[config.mk]
export PLATFORM = sky130hd
export DESIGN_NAME = arm_operand2_pipe
export DESIGN_NICKNAME = d
export VERILOG_FILES = /design/src/rtl/arm_shift_pkg.sv /design/src/rtl/arm_barrel_core.sv /design/src/rtl/arm_operand2_pipe.sv
export SDC_FILE = /design/constraint.sdc
export NUM_CORES = 1
export LEC_CHECK = 0
export CORE_ASPECT_RATIO = 0.7
export CORE_UTILIZATION = 28
export CTS_BUF_LIST = sky130_fd_sc_hd__clkbuf_4 sky130_fd_sc_hd__clkbuf_8 sky130_fd_sc_hd__clkbuf_16
export DETAILED_ROUTE_END_ITERATION = 6
export PLACE_DENSITY = 0.57
export SLEW_MARGIN = 0
export SYNTH_ARGS = -nofsm -noshare
export SYNTH_HDL_FRONTEND = slang
export SYNTH_SLANG_ARGS = --single-unit
[constraint.sdc]
create_clock -name clk -period 3.4 [get_ports clk]
set_input_delay 0.51 -clock clk [delete_from_list [all_inputs] [get_ports clk]]
set_output_delay 0.51 -clock clk [all_outputs]
set_load 0.01 [all_outputs]
[src/rtl/arm_shift_pkg.sv]
// Shared types and instruction-class codes for the ARM operand-2 shifter pipeline.
package arm_shift_pkg;

  localparam int XLEN = 32;

  typedef enum logic [1:0] {
    LSL = 2'b00,
    LSR = 2'b01,
    ASR = 2'b10,
    ROR = 2'b11
  } shift_t;

  localparam logic [2:0] CLS_DP_REG = 3'b000;
  localparam logic [2:0] CLS_DP_IMM = 3'b001;
  localparam logic [2:0] CLS_LS_IMM = 3'b010;
  localparam logic [2:0] CLS_LS_REG = 3'b011;
  localparam logic [2:0] CLS_BR     = 3'b101;

  // Decoded request held in the first pipeline stage.
  typedef struct packed {
    shift_t          stype;
    logic [7:0]      amt;
    logic [XLEN-1:0] operand;
    logic            c_in;
    logic            rrx;
    logic            bypass;
    logic [2:0]      kind;
  } s1_t;

endpackage

[src/rtl/arm_barrel_core.sv]
// Combinational ARM barrel shifter: all zero-amount, >=32 and RRX rules live here.
module arm_barrel_core
  import arm_shift_pkg::*;
(
  input  logic [XLEN-1:0] operand,
  input  logic [7:0]      amt,
  input  shift_t          stype,
  input  logic            c_in,
  input  logic            rrx,
  output logic [XLEN-1:0] out,
  output logic            cout
);

  logic [4:0]      sh;
  logic            is32;
  logic            big;
  logic [XLEN:0]   lsl_w;
  logic [XLEN:0]   lsr_w;
  logic [XLEN:0]   asr_w;
  logic [XLEN-1:0] ror_v;

  always_comb begin
    sh    = amt[4:0];
    is32  = (amt == 8'd32);
    big   = (amt > 8'd32);
    // One extra bit on the shifted-out side captures the carry directly.
    lsl_w = {1'b0, operand} << sh;
    lsr_w = {operand, 1'b0} >> sh;
    asr_w = $signed({operand, 1'b0}) >>> sh;
    ror_v = (operand >> sh) | (operand << (6'd32 - {1'b0, sh}));

    out  = operand;
    cout = c_in;
    if (rrx) begin
      out  = {c_in, operand[XLEN-1:1]};
      cout = operand[0];
    end else if (amt != 8'd0) begin
      unique case (stype)
        LSL: begin
          if (is32) begin
            out  = '0;
            cout = operand[0];
          end else if (big) begin
            out  = '0;
            cout = 1'b0;
          end else begin
            out  = lsl_w[XLEN-1:0];
            cout = lsl_w[XLEN];
          end
        end
        LSR: begin
          if (is32) begin
            out  = '0;
            cout = operand[XLEN-1];
          end else if (big) begin
            out  = '0;
            cout = 1'b0;
          end else begin
            out  = lsr_w[XLEN:1];
            cout = lsr_w[0];
          end
        end
        ASR: begin
          if (is32 || big) begin
            out  = {XLEN{operand[XLEN-1]}};
            cout = operand[XLEN-1];
          end else begin
            out  = asr_w[XLEN:1];
            cout = asr_w[0];
          end
        end
        ROR: begin
          if (sh == 5'd0) begin
            out  = operand;
            cout = operand[XLEN-1];
          end else begin
            out  = ror_v;
            cout = ror_v[XLEN-1];
          end
        end
      endcase
    end
  end

endmodule

[src/rtl/arm_operand2_pipe.sv]
// Handshaked operand-2 pipeline: decode of the instruction class, then the barrel core,
// registered over one or two stages with flush and backpressure.
module arm_operand2_pipe
  import arm_shift_pkg::*;
#(
  parameter int PIPE   = 2,
  parameter int DATA_W = 32
) (
  input  logic        clk,
  input  logic        rst_n,
  input  logic        flush,
  input  logic        in_valid,
  output logic        in_ready,
  input  logic [31:0] ir,
  input  logic [31:0] rm,
  input  logic [31:0] rs,
  input  logic        c_in,
  output logic        out_valid,
  input  logic        out_ready,
  output logic [31:0] out,
  output logic        shift_cout,
  output logic [2:0]  out_kind
);

  if (PIPE != 1 && PIPE != 2) begin : g_bad_pipe
    $error("arm_operand2_pipe: PIPE must be 1 or 2, got %0d", PIPE);
  end
  if (DATA_W != XLEN) begin : g_bad_width
    $error("arm_operand2_pipe: DATA_W must be 32, got %0d", DATA_W);
  end

  s1_t        dec;
  logic [4:0] imm_n;
  logic [7:0] imm_amt;
  logic       imm_rrx;
  logic       unused_bits;

  assign unused_bits = ^{ir[31:28], ir[24], rs[31:8]};

  // Immediate #0 encodings are folded into amt=32 or RRX so the core sees one rule set.
  always_comb begin
    imm_n   = ir[11:7];
    imm_amt = {3'b000, imm_n};
    imm_rrx = 1'b0;
    if (imm_n == 5'd0) begin
      unique case (shift_t'(ir[6:5]))
        LSL:      imm_amt = 8'd0;
        LSR, ASR: imm_amt = 8'd32;
        ROR:      imm_rrx = 1'b1;
      endcase
    end

    dec         = '0;
    dec.stype   = shift_t'(ir[6:5]);
    dec.operand = rm;
    dec.c_in    = c_in;
    dec.kind    = ir[27:25];
    dec.bypass  = 1'b1;
    case (ir[27:25])
      CLS_DP_REG: begin
        if (!ir[4]) begin
          dec.bypass = 1'b0;
          dec.amt    = imm_amt;
          dec.rrx    = imm_rrx;
        end else if (!ir[7]) begin
          dec.bypass = 1'b0;
          dec.amt    = rs[7:0];
        end
      end
      CLS_LS_REG: begin
        dec.bypass = 1'b0;
        dec.amt    = imm_amt;
        dec.rrx    = imm_rrx;
      end
      CLS_DP_IMM: begin
        dec.bypass  = 1'b0;
        dec.stype   = ROR;
        dec.operand = {24'd0, ir[7:0]};
        dec.amt     = {3'b000, ir[11:8], 1'b0};
      end
      CLS_LS_IMM: dec.operand = {20'd0, ir[11:0]};
      CLS_BR:     dec.operand = {{6{ir[23]}}, ir[23:0], 2'b00};
      default:    ;
    endcase
  end

  if (PIPE == 1) begin : g_pipe1
    logic [31:0] core_out;
    logic        core_cout;

    arm_barrel_core u_core (
      .operand (dec.operand),
      .amt     (dec.bypass ? 8'd0 : dec.amt),
      .stype   (dec.stype),
      .c_in    (dec.c_in),
      .rrx     (dec.rrx && !dec.bypass),
      .out     (core_out),
      .cout    (core_cout)
    );

    assign in_ready = !flush && (!out_valid || out_ready);

    always_ff @(posedge clk or negedge rst_n) begin
      if (!rst_n) begin
        out_valid  <= 1'b0;
        out        <= '0;
        shift_cout <= 1'b0;
        out_kind   <= '0;
      end else if (flush) begin
        out_valid <= 1'b0;
      end else if (!out_valid || out_ready) begin
        out_valid <= in_valid;
        if (in_valid) begin
          out        <= core_out;
          shift_cout <= core_cout;
          out_kind   <= dec.kind;
        end
      end
    end
  end else begin : g_pipe2
    s1_t         s1;
    logic        s1_valid;
    logic        s2_load;
    logic [31:0] core_out;
    logic        core_cout;

    assign s2_load  = !out_valid || out_ready;
    assign in_ready = !flush && (!s1_valid || s2_load);

    always_ff @(posedge clk or negedge rst_n) begin
      if (!rst_n) begin
        s1_valid <= 1'b0;
        s1       <= '0;
      end else if (flush) begin
        s1_valid <= 1'b0;
      end else if (!s1_valid || s2_load) begin
        s1_valid <= in_valid;
        if (in_valid) s1 <= dec;
      end
    end

    arm_barrel_core u_core (
      .operand (s1.operand),
      .amt     (s1.bypass ? 8'd0 : s1.amt),
      .stype   (s1.stype),
      .c_in    (s1.c_in),
      .rrx     (s1.rrx && !s1.bypass),
      .out     (core_out),
      .cout    (core_cout)
    );

    // Output register only moves when empty or draining, so data holds under backpressure.
    always_ff @(posedge clk or negedge rst_n) begin
      if (!rst_n) begin
        out_valid  <= 1'b0;
        out        <= '0;
        shift_cout <= 1'b0;
        out_kind   <= '0;
      end else if (flush) begin
        out_valid <= 1'b0;
      end else if (s2_load) begin
        out_valid <= s1_valid;
        if (s1_valid) begin
          out        <= core_out;
          shift_cout <= core_cout;
          out_kind   <= s1.kind;
        end
      end
    end
  end

endmodule

==> results of run 1 <==
cell usage in the layout, fill, tap and decap left out, types with 10 or more instances in the layout:
cell type,n
buf_4,235
nand2_1,177
o21ai_0,155
a21oi_1,121
nor2_1,115
clkdlybuf4s50_1,109
mux2i_1,98
dfrtp_1,84
mux4_2,57
mux2_2,47
nor3_1,35
a22oi_1,34
a31oi_1,29
a211oi_1,26
o211ai_1,24
nand3_1,23
a221oi_1,21
o221ai_1,18
o22ai_1,15
buf_12,14
a22o_1,13
o31ai_1,12
nor2b_1,11
nand2b_1,11
and2_1,11
nor3b_1,11
inv_1,10
and3_1,10
o21a_1,10
a21o_1,10
state kept, by name (all words and copies together) (netlist names):
register / count
out_kind: 3
out: 32
shift_cout: 1
g_pipe2.s1_valid: 1
g_pipe2.s1: 48
out_valid: 1
stage by stage:
stage	hold slack (ps)	instance area (sq um)	setup WS (ps)
5_1_grt	171.4	15740	7.202
2_1_floorplan	214.4	12390	14.57
3_3_place_gp	458.4	15430	208.5
3_5_place_dp	452.7	15430	103.8
4_1_cts	163.5	15720	78.78
6_report	137.9	15740	97.11
worst paths after layout:
kind | startpoint | endpoint | slack, ps | depth (start not counted)
worst max-delay path | g_pipe2.s1[38] | out[23] | 100 | 9
min in group clk | g_pipe2.s1[1] | out_kind[1] | 470 | 2
max in group asynchronous | rst_n | g_pipe2.s1[38] | 2470 | 2
worst max register to register | g_pipe2.s1[38] | out[23] | 100 | 9
worst min register to register | g_pipe2.s1[1] | out_kind[1] | 470 | 2
worst min-delay path | rst_n | out[5] | 140 | 1
timing repair:
| item | in CTS | in global routing |
|---|---|---|
| gates resized for setup | 0 | 3 |
| endpoints found under the hold margin | 0 | 0 |
| endpoints found under the setup margin | 0 | 3 |
cell type report:
type	instances	area, sq um
Tap cell	585	732.0
Clock buffer	9	225.2
Timing Repair Buffer	359	3147
Clock inverter	7	67.56
Multi-Input combinational cell	1294	9356
Fill cell	4513	27140
Inverter	14	55.05
Sequential cell	86	2155
per-layer routing:
metal  routed length (microns)  up-vias  track usage [%]
met1                     34110     7652            49.67
li1                          -     6486                -
met3                     11670      228            13.76
met4                      4512        4            16.26
met5                        29        -                0
met2                     31040     1273            48.98
power groups by stage:
stage	sequential (uW)	clock (uW)	combinational, uW
2_1_floorplan	1430	0	1840
3_3_place_gp	1620	0	3720
3_5_place_dp	1620	0	3710
4_1_cts	1600	1080	3730
5_1_grt	1620	1120	4010
6_report	1620	1080	3920
worst reg2reg max path: stages, from the launching register on:
cell	delay (ps)
dfrtp_2	370
buf_4	330
nor3b_1	690
buf_4	220
o21ai_0	140
nand4_1	340
o31ai_1	200
a21oi_1	480
o2111ai_1	220
o21a_1	230
cells by family after synthesis:
| logic type | count (synthesis) | share of synthesized area, % |
|---|---|---|
| AO/OA/AOI/OAI | 610 | 33.24 |
| AND/OR/NAND/NOR | 471 | 17.83 |
| multiplexers | 208 | 23.57 |
| buffers and inverters | 200 | 7.283 |
| flip-flops | 86 | 17.42 |
| adder cells (fa/ha/maj) | 3 | 0.3039 |
| XOR/XNOR | 2 | 0.3546 |
==> summary.txt, run 1 <==
Clock tree
  – Htree depth: 3
  – CTS tree: yes
  – Clk sink count: 86
  – Num CTS Buffers: 9
  – Clk_lat worst skew: 400 ps
  – Clock Pin Slew Worst Setup and Hold Paths: 90 ps
  – Buffer count from post-CTS setup fixing: 0
  – Clk buf depth: 2
  – CTS Hold Bufs: 0
  – Clock tree root buffer cell: clkbuf_16

Finish
  – Final Net Count: 1869
  – Antenna cells: 0
  – Util after Layout: 36.70%
  – Fraction of final layout cells with drive strength greater than 1: 23.52%
  – Final non-filler cell total: 2354
  – Layout area overhead: 27.41%

Yosys
  – Top-count cell post-synth: nand2_1
  – Distinct cells, synth: 88
  – Async set-reset flop share out of synthesis: 100.0%
  – Syn_area_per_cell: 7.818 sq um
  – Post-synth top area cell: dfrtp_1
  – Synth warn: 0
  – Mapped Nets: 1685
  – Post-Synthesis Cells: 1580
  – Post-synthesis sequential area ratio: 17.42%
  – Number of synthesized flops with an enable pin: 0
  – Commonest cells in the netlist: nand2_1 (178), o21ai_0 (155), a21oi_1 (121)
  – Top FF cell, synth: dfrtp_1
  – Top-area cell type share of the netlist area: 17.42%
  – Post-synthesis register bit count: 86
  – Post-Syn Area: 0.01235 sq mm
  – Synth top area cells: dfrtp_1 (17%), mux4_2 (10%), mux2i_1 (7.9%)

Drt
  – Avg WL per Cell: 34.56 microns
  – Via count: 15640
  – Detailed Route Iter0 Violations: 2756
  – First drt pass iteration count: 7
  – Vias/cell: 6.645
  – Routed WL: 81360 microns
  – DRC: 2
  – Antenna-violating nets left: 0

Power and ir drop
  – Net Sw Power: 3298 uW
  – Cell-internal power: 3321 uW
  – Overall Power: 6619 uW
  – Worst VDD drop: 0.2758 mV
  – Clock share of power: 16.4%
  – Pwr dens: 420.6 mW/mm^2
  – Comb power frac: 59.2%
  – Switch share: 49.83%
  – Seq pwr share: 24.5%
  – Pleak: 0.006168 uW

Floorplanning
  – Die W: 253.0 microns
  – Die height: 177.7 microns
  – IO Count: 140
  – Core area: 0.04288 sq mm
  – Die area: 0.04497 sq mm
  – Initial core utilization: 28.80%
  – FP Rows: 63

GRT
  – Largest net degree at the start of global routing: 70
  – Antenna violations before repair: 4
  – Total grt overflow: 0
  – Vias in the first global route: 14770
  – First-pass GRT wire length: 113800 microns
  – Gr usage total: 36.06%

Placed design
  – GP Congestion: 1.138
  – DPL Wire Length: 61920 microns
  – Port buffer count: 110
  – Post-Place Cells: 2338

Timing
  – Max Clk Rate: 302.8 MHz
  – Slew headroom: 2.808%
  – Slew Limit Fails: 0
  – Setup TNS: 0 ps
  – Worst Tran Pin Value: 1446 ps
  – Final Skew: 15.86 ps
  – Final min period: 3303 ps
  – Final Setup Violations: 0
  – Final-report hold violation count: 0
  – Final Cycle Share: 97.14%
  – RSZ-0062 raised after global routing: false

Critical path
  – Worst Path Buf+Inv: 2
  – Top Family by Delay on Critical Path: compound AO/OA/AOI/OAI gates
  – Slowest-stage cell, CP: nor3b_1
  – Critical path's largest stage delay: 680 ps
  – Crit-path max FO: 31
  – Crit path required time: 3700 ps
  – Worst path cell trace: buf_4 -> nor3b_1 -> buf_4 -> o21ai_0 -> nand4_1 -> o31ai_1 -> a21oi_1 -> o2111ai_1 -> o21a_1
  – Most used cell, CP: buf_4
  – Setup crit end kind: register
  – WP data arrival: 3600 ps
  – Startpoint Class: register
  – Crit Path Category: register to register

Run status
  – Status: finished, violations left
  – Failing checks: design-rule violations

Job
  – Max cap viols: 0

Min path
  – Min-delay worst type: primary input to asynchronous set/reset pin
(Power assumes the default switching activity.)
==> run 2: changes to the inputs <==
--- a/config.mk
+++ b/config.mk
@@ -12,2 +12,3 @@
 export PLACE_DENSITY = 0.57
+export SKIP_LAST_GASP = 1
 export SLEW_MARGIN = 0
--- a/constraint.sdc
+++ b/constraint.sdc
@@ -3,2 +3,2 @@
 set_output_delay 0.51 -clock clk [all_outputs]
-set_load 0.01 [all_outputs]
+set_load 0.1 [all_outputs]
==> run 2 against run 1 <==
The run still ends with design-rule violations left. Global-route usage up 2.5 points. Non-clock buffer count rose by 30. Routed wire length grew 6.6%. Largest power group unchanged. Highest routed layer unchanged.
==> summary.txt, run 2 (synthesized netlist as in run 1, its figures left out) <==
Critical path
  – Reg2reg setup slack: 150 ps
  – Crit-path max FO: 30
  – R2R Path End: out[24]
  – Startpoint Class: register
  – WP data arrival: 3520 ps
  – Crit path required time: 3680 ps
  – R2R cell count: 9
  – Crit Path Category: register to register
  – Setup crit end kind: register
  – Reg2reg start: g_pipe2.s1[3]

Run status
  – Status: finished, violations left
  – Failing checks: design-rule violations

Clock tree
  – Htree depth: 3
  – Clk_lat worst skew: 410 ps
  – Clk buf depth: 2
  – CTS Hold Bufs: 0
  – Clock tree root buffer cell: clkbuf_16
  – PostCTS Resize Cnt: 0
  – CTS tree: yes
  – Clk sink count: 86
  – Buffer count from post-CTS setup fixing: 0
  – Clock Pin Slew Worst Setup and Hold Paths: 90 ps
  – Num CTS Buffers: 9

Drt
  – Detailed Route Iter0 Violations: 2472
  – Via count: 16000
  – Vias/cell: 6.709
  – Avg WL per Cell: 36.38 microns
  – Routed WL: 86760 microns
  – Antenna-violating nets left: 0
  – DRC: 12
  – First drt pass iteration count: 7

Floorplanning
  – Die height: 177.7 microns
  – Core area: 0.04288 sq mm
  – IO Count: 140
  – Initial core utilization: 28.80%
  – Die W: 253.0 microns
  – FP Rows: 63
  – Die area: 0.04497 sq mm

Timing
  – Slew headroom: 25.53%
  – RSZ-0062 raised after global routing: false
  – Final-report hold violation count: 0
  – Final min period: 3247 ps
  – Worst Tran Pin Value: 1105 ps
  – Max Clk Rate: 308.0 MHz
  – Setup TNS: 0 ps
  – Final Skew: 14.63 ps
  – Slew Limit Fails: 0
  – Final Cycle Share: 95.49%
  – Final Setup Violations: 0

Power and ir drop
  – Pwr dens: 477.4 mW/mm^2
  – Worst VDD drop: 0.3155 mV
  – Pleak: 0.006321 uW

Placed design
  – Port buffer count: 110
  – GP Congestion: 1.101
  – DPL Wire Length: 67300 microns

Finish
  – Filler instances: 4559
  – Most frequent cells in the layout: buf_4 (276), nand2_1 (177), o21ai_0 (155)
  – Layout area overhead: 29.29%
  – Most common cell after layout, fill and taps aside: buf_4
  – Register area: 0.002155 sq mm
  – Max reg flops: 48
  – Final Net Count: 1899
  – Most flop-heavy register: g_pipe2.s1
  – Leading registers by flop count: g_pipe2.s1 x48, out x32, out_kind x3
  – Multi-input logic area: 0.009348 sq mm
  – Fraction of final layout cells with drive strength greater than 1: 25.40%
  – Util after Layout: 37.24%

Min path
  – Min-delay worst type: primary input to asynchronous set/reset pin

GRT
  – Total grt overflow: 0
  – Gr usage total: 38.58%
  – Largest net degree at the start of global routing: 70
  – First-pass GRT wire length: 120400 microns
  – Vias in the first global route: 14980
  – Antenna violations before repair: 3

Job
  – Max cap viols: 0
run 2: changes by cell type in the layout (fill, tap and decap cells not counted), sizes merged:
cell | before | now
clkdlybuf4s50 | 109 | 96
buf | 250 | 293
inv | 15 | 14
clkinvlp | 0 | 1
diode | 0 | 1
run 2: per-layer routing:
metal | wire length [microns] | vias to the layer above | GRT usage, % | share of wire, %
met3 | 11780 | 228 | 13.77 | 14
met2 | 34370 | 1229 | 54.08 | 40
met1 | 36520 | 8000 | 52.84 | 42
li1 | - | 6542 | - | -
met4 | 4078 | 2 | 16.19 | 4.7
met5 | 15 | - | 0 | 0.017
run 2: cell type report:
type / count / share of cell area (%)
inverter: 14 / 0.3447
antenna: 1 / 0.01567
clock buffer: 9 / 1.410
tap: 585 / 4.583
multi-input combinational: 1294 / 58.53
clock inverter: 7 / 0.5014
sequential: 86 / 13.49
timing repair buffer: 389 / 21.12
run 2: worst max-delay path by stage:
stage	start	to	depth (start not counted)
2_1_floorplan	g_pipe2.s1[3]	out[31]	17
3_3_place_gp	g_pipe2.s1[3]	out[15]	13
3_5_place_dp	g_pipe2.s1[3]	out[25]	11
4_1_cts	g_pipe2.s1[3]	out[25]	11
5_1_grt	g_pipe2.s1[3]	out[15]	13
6_report	g_pipe2.s1[3]	out[24]	9
run 2: critical path, stage by stage (launching register included):
cell and delay, ps:
dfrtp_2 410, buf_4 370, buf_4 380, nor2_1 110
nor2_1 600, o221ai_1 350, buf_4 240, a21oi_1 100
nor3b_1 400, o211ai_1 130
run 2: through the flow:
stage          hold slack (ps)  area, sq um  instances  setup slack [ps]  total power, uW
2_1_floorplan            214.4        12400       1580             13.64             4114
3_3_place_gp             454.9        15660       2368             225.9             6343
3_5_place_dp             462.4        15660       2368             244.8             6319
4_1_cts                  167.2        15970       2384             235.0             7454
5_1_grt                  171.5        15970       2384             50.78             7786
6_report                 125.1        15970       2385             153.4             7624
run 2: power by group:
| group | leakage, uW | switching [uW] | internal (uW) | total (uW) |
|---|---|---|---|---|
| Combinational | 0.00510 | 3280 | 1620 | 4900 |
| Sequential | 0.00107 | 395 | 1210 | 1610 |
| Clock | 0.000145 | 591 | 522 | 1110 |
==> run 3: changes to the inputs <==
- ABC_AREA: default -> 1
- PLACE_DENSITY: 0.57 -> 0.58
==> run 3 against run 2 <==
The run now ends clean. Area after synthesis shrank 13%. Count of clock-buffer cells in the layout grew 2. Combinational power grew 4%. Critical endpoint is now out[18]. Largest power group unchanged.
==> summary.txt, run 3 <==
Power and ir drop
  – Seq pwr share: 18.3%
  – Pleak: 0.006445 uW
  – Clock share of power: 14.7%
  – Net Sw Power: 4378 uW
  – Overall Power: 7595 uW
  – Cell-internal power: 3217 uW
  – Worst VDD drop: 0.3562 mV
  – Pwr dens: 583.6 mW/mm^2
  – Comb power frac: 67.0%
  – Switch share: 57.65%

Clock tree
  – Clk sink count: 86
  – Clock Pin Slew Worst Setup and Hold Paths: 70 ps
  – CTS tree: yes
  – PostCTS Resize Cnt: 0
  – Clock tree root buffer cell: clkbuf_16
  – Htree depth: 3
  – Clk_lat worst skew: 360 ps
  – Clk buf depth: 2
  – Num CTS Buffers: 9
  – Buffer count from post-CTS setup fixing: 0
  – CTS Hold Bufs: 0

Yosys
  – Distinct cells, synth: 38
  – Synth warn: 0
  – Top FF cell, synth: dfrtp_1
  – Commonest cells in the netlist: nand2_1 (716), nand3_1 (440), inv_1 (128)
  – Top-count cell post-synth: nand2_1
  – Mapped Nets: 2066
  – Number of synthesized flops with an enable pin: 0
  – Syn_area_per_cell: 5.468 sq um
  – Post-synthesis register bit count: 86
  – Post-synthesis sequential area ratio: 20.07%
  – Post-Synthesis Cells: 1961
  – Post-synth top area cell: nand2_1
  – Post-Syn Area: 0.01072 sq mm
  – Top-area cell type share of the netlist area: 25.06%
  – Async set-reset flop share out of synthesis: 100.0%
  – Synth top area cells: nand2_1 (25%), nand3_1 (21%), dfrtp_1 (20%)

Timing
  – Slew headroom: 31.66%
  – Final Cycle Share: 91.75%
  – Worst Tran Pin Value: 1017 ps
  – Setup TNS: 0 ps
  – Max Clk Rate: 320.6 MHz
  – Final hold slack: 126.7 ps
  – Final Setup Violations: 0
  – Final Skew: 7.343 ps
  – Final-report hold violation count: 0
  – RSZ-0062 raised after global routing: false
  – Final min period: 3120 ps
  – Post-route setup slack: 280.5 ps
  – Slew Limit Fails: 0

Finish
  – Most frequent cells in the layout: nand2_1 (713), nand3_1 (439), inv_1 (128)
  – Fraction of final layout cells with drive strength greater than 1: 8.171%
  – Filler instances: 4262
  – Multi-input logic area: 0.007438 sq mm
  – Antenna cells: 0
  – Most common cell after layout, fill and taps aside: nand2_1
  – Util after Layout: 34.77%
  – Most flop-heavy register: g_pipe2.s1
  – Register area: 0.002152 sq mm
  – Max reg flops: 48
  – Leading registers by flop count: g_pipe2.s1 x48, out x32, out_kind x3
  – Final Net Count: 2156
  – Layout area overhead: 21.38%

Floorplanning
  – Die area: 0.03909 sq mm
  – Initial core utilization: 28.65%
  – IO Count: 140
  – Core area: 0.03743 sq mm
  – Die W: 235.9 microns
  – FP Rows: 59
  – Die height: 165.7 microns

Critical path
  – Crit Path Category: register to register
  – Reg2reg setup slack: 280 ps
  – Critical Path Start: g_pipe2.s1[3]
  – Reg2reg start: g_pipe2.s1[3]
  – Crit-path max FO: 25
  – CP endpoint: out[18]
  – Setup crit end kind: register
  – R2R Path End: out[18]
  – R2R cell count: 17
  – Startpoint Class: register
  – WP data arrival: 3410 ps
  – Crit path required time: 3700 ps

Drt
  – Avg WL per Cell: 25.21 microns
  – Routed WL: 64140 microns
  – Detailed Route Iter0 Violations: 2535
  – Antenna-violating nets left: 0
  – Vias/cell: 5.788
  – Via count: 14730
  – DRC: 0
  – First drt pass iteration count: 6

Placed design
  – GP Congestion: 1.081
  – Port buffer count: 110
  – DPL Wire Length: 49520 microns
  – DP Worst Slack: 389.3 ps

Min path
  – Min-delay worst type: primary input to asynchronous set/reset pin

Job
  – Max cap viols: 0

GRT
  – Antenna violations before repair: 1
  – Largest net degree at the start of global routing: 87
  – Total grt overflow: 0
  – Vias in the first global route: 13180
  – First-pass GRT wire length: 91800 microns
  – Gr usage total: 32.01%

Run status
  – Status: completed
run 3: changes by cell type after synthesis, moves of 44 or more:
| cell | previous run | this run |
|---|---|---|
| nand3_1 | 23 | 440 |
| mux4_2 | 57 | 0 |
| nand2_1 | 178 | 716 |
| o21ai_0 | 155 | 97 |
| clkbuf_1 | 116 | 59 |
| mux2_2 | 47 | 3 |
| mux2i_1 | 98 | 0 |
| nor2_1 | 117 | 59 |
| inv_1 | 10 | 128 |
run 3: power groups by stage:
stage / registers [uW] / logic, uW / clock network, uW
floorplan: 2320 / 2110 / 0
global placement: 1400 / 4920 / 0
detailed placement: 1410 / 4900 / 0
CTS: 1390 / 4910 / 1130
global route: 1410 / 5330 / 1180
finish: 1390 / 5090 / 1120
run 3: layer usage:
layer | vias up | track usage, % | share of wire [%]
met5 | - | 0 | 0
met4 | 0 | 8.781 | 3.1
met3 | 90 | 10.92 | 13
met2 | 884 | 42.31 | 38
met1 | 7002 | 47.93 | 46
li1 | 6749 | - | -
run 3: logic make-up (layout without fill, tap and decap cells):
family,after synthesis,in the layout,share of synthesized area (%)
buffers and inverters,270,365,10.79
AO/OA/AOI/OAI,328,328,17.39
adder cells (fa/ha/maj),3,3,0.3501
flip-flops,86,86,20.07
multiplexers,3,3,0.3150
AND/OR/NAND/NOR,1271,1271,51.09
run 3: cell type report:
| cell class | instances | share of cell area [%] |
|---|---|---|
| multi-input cells | 1605 | 57.15 |
| flip-flops and latches | 86 | 16.54 |
| repair buffers | 208 | 15.04 |
| well taps | 488 | 4.691 |
| inverters | 141 | 4.105 |
| clock buffers | 11 | 1.846 |
| clock inverters | 5 | 0.6345 |
run 3: worst min path at each step:
| stage | startpoint | end | cells after the start |
|---|---|---|---|
| detailed placement | out[7] | out[7] | 2 |
| CTS | rst_n | out[20] | 2 |
| floorplan | rst_n | g_pipe2.s1[0] | 0 |
| global route | rst_n | out[20] | 2 |
| finish | rst_n | out[20] | 2 |
| global placement | out[5] | out[5] | 2 |
run 3: through the flow:
| stage | cells | instance area [sq um] |
|---|---|---|
| 5_1_grt | 2544 | 13020 |
| 3_5_place_dp | 2528 | 12690 |
| 4_1_cts | 2544 | 13020 |
| 6_report | 2544 | 13020 |
| 2_1_floorplan | 1961 | 10720 |
| 3_3_place_gp | 2528 | 12690 |
run 3: critical path, stage by stage (launching register included):
cell,delay [ps]
dfrtp_1,420
inv_6,130
nand2_4,80
ha_1,250
nand3_1,140
inv_1,60
ha_1,310
inv_1,100
nand2_2,120
inv_2,380
nand3_1,350
nand3_1,190
nand2_1,60
nand3b_1,130
nand2_1,70
nand2_1,60
nand2_1,90
nand2_1,80
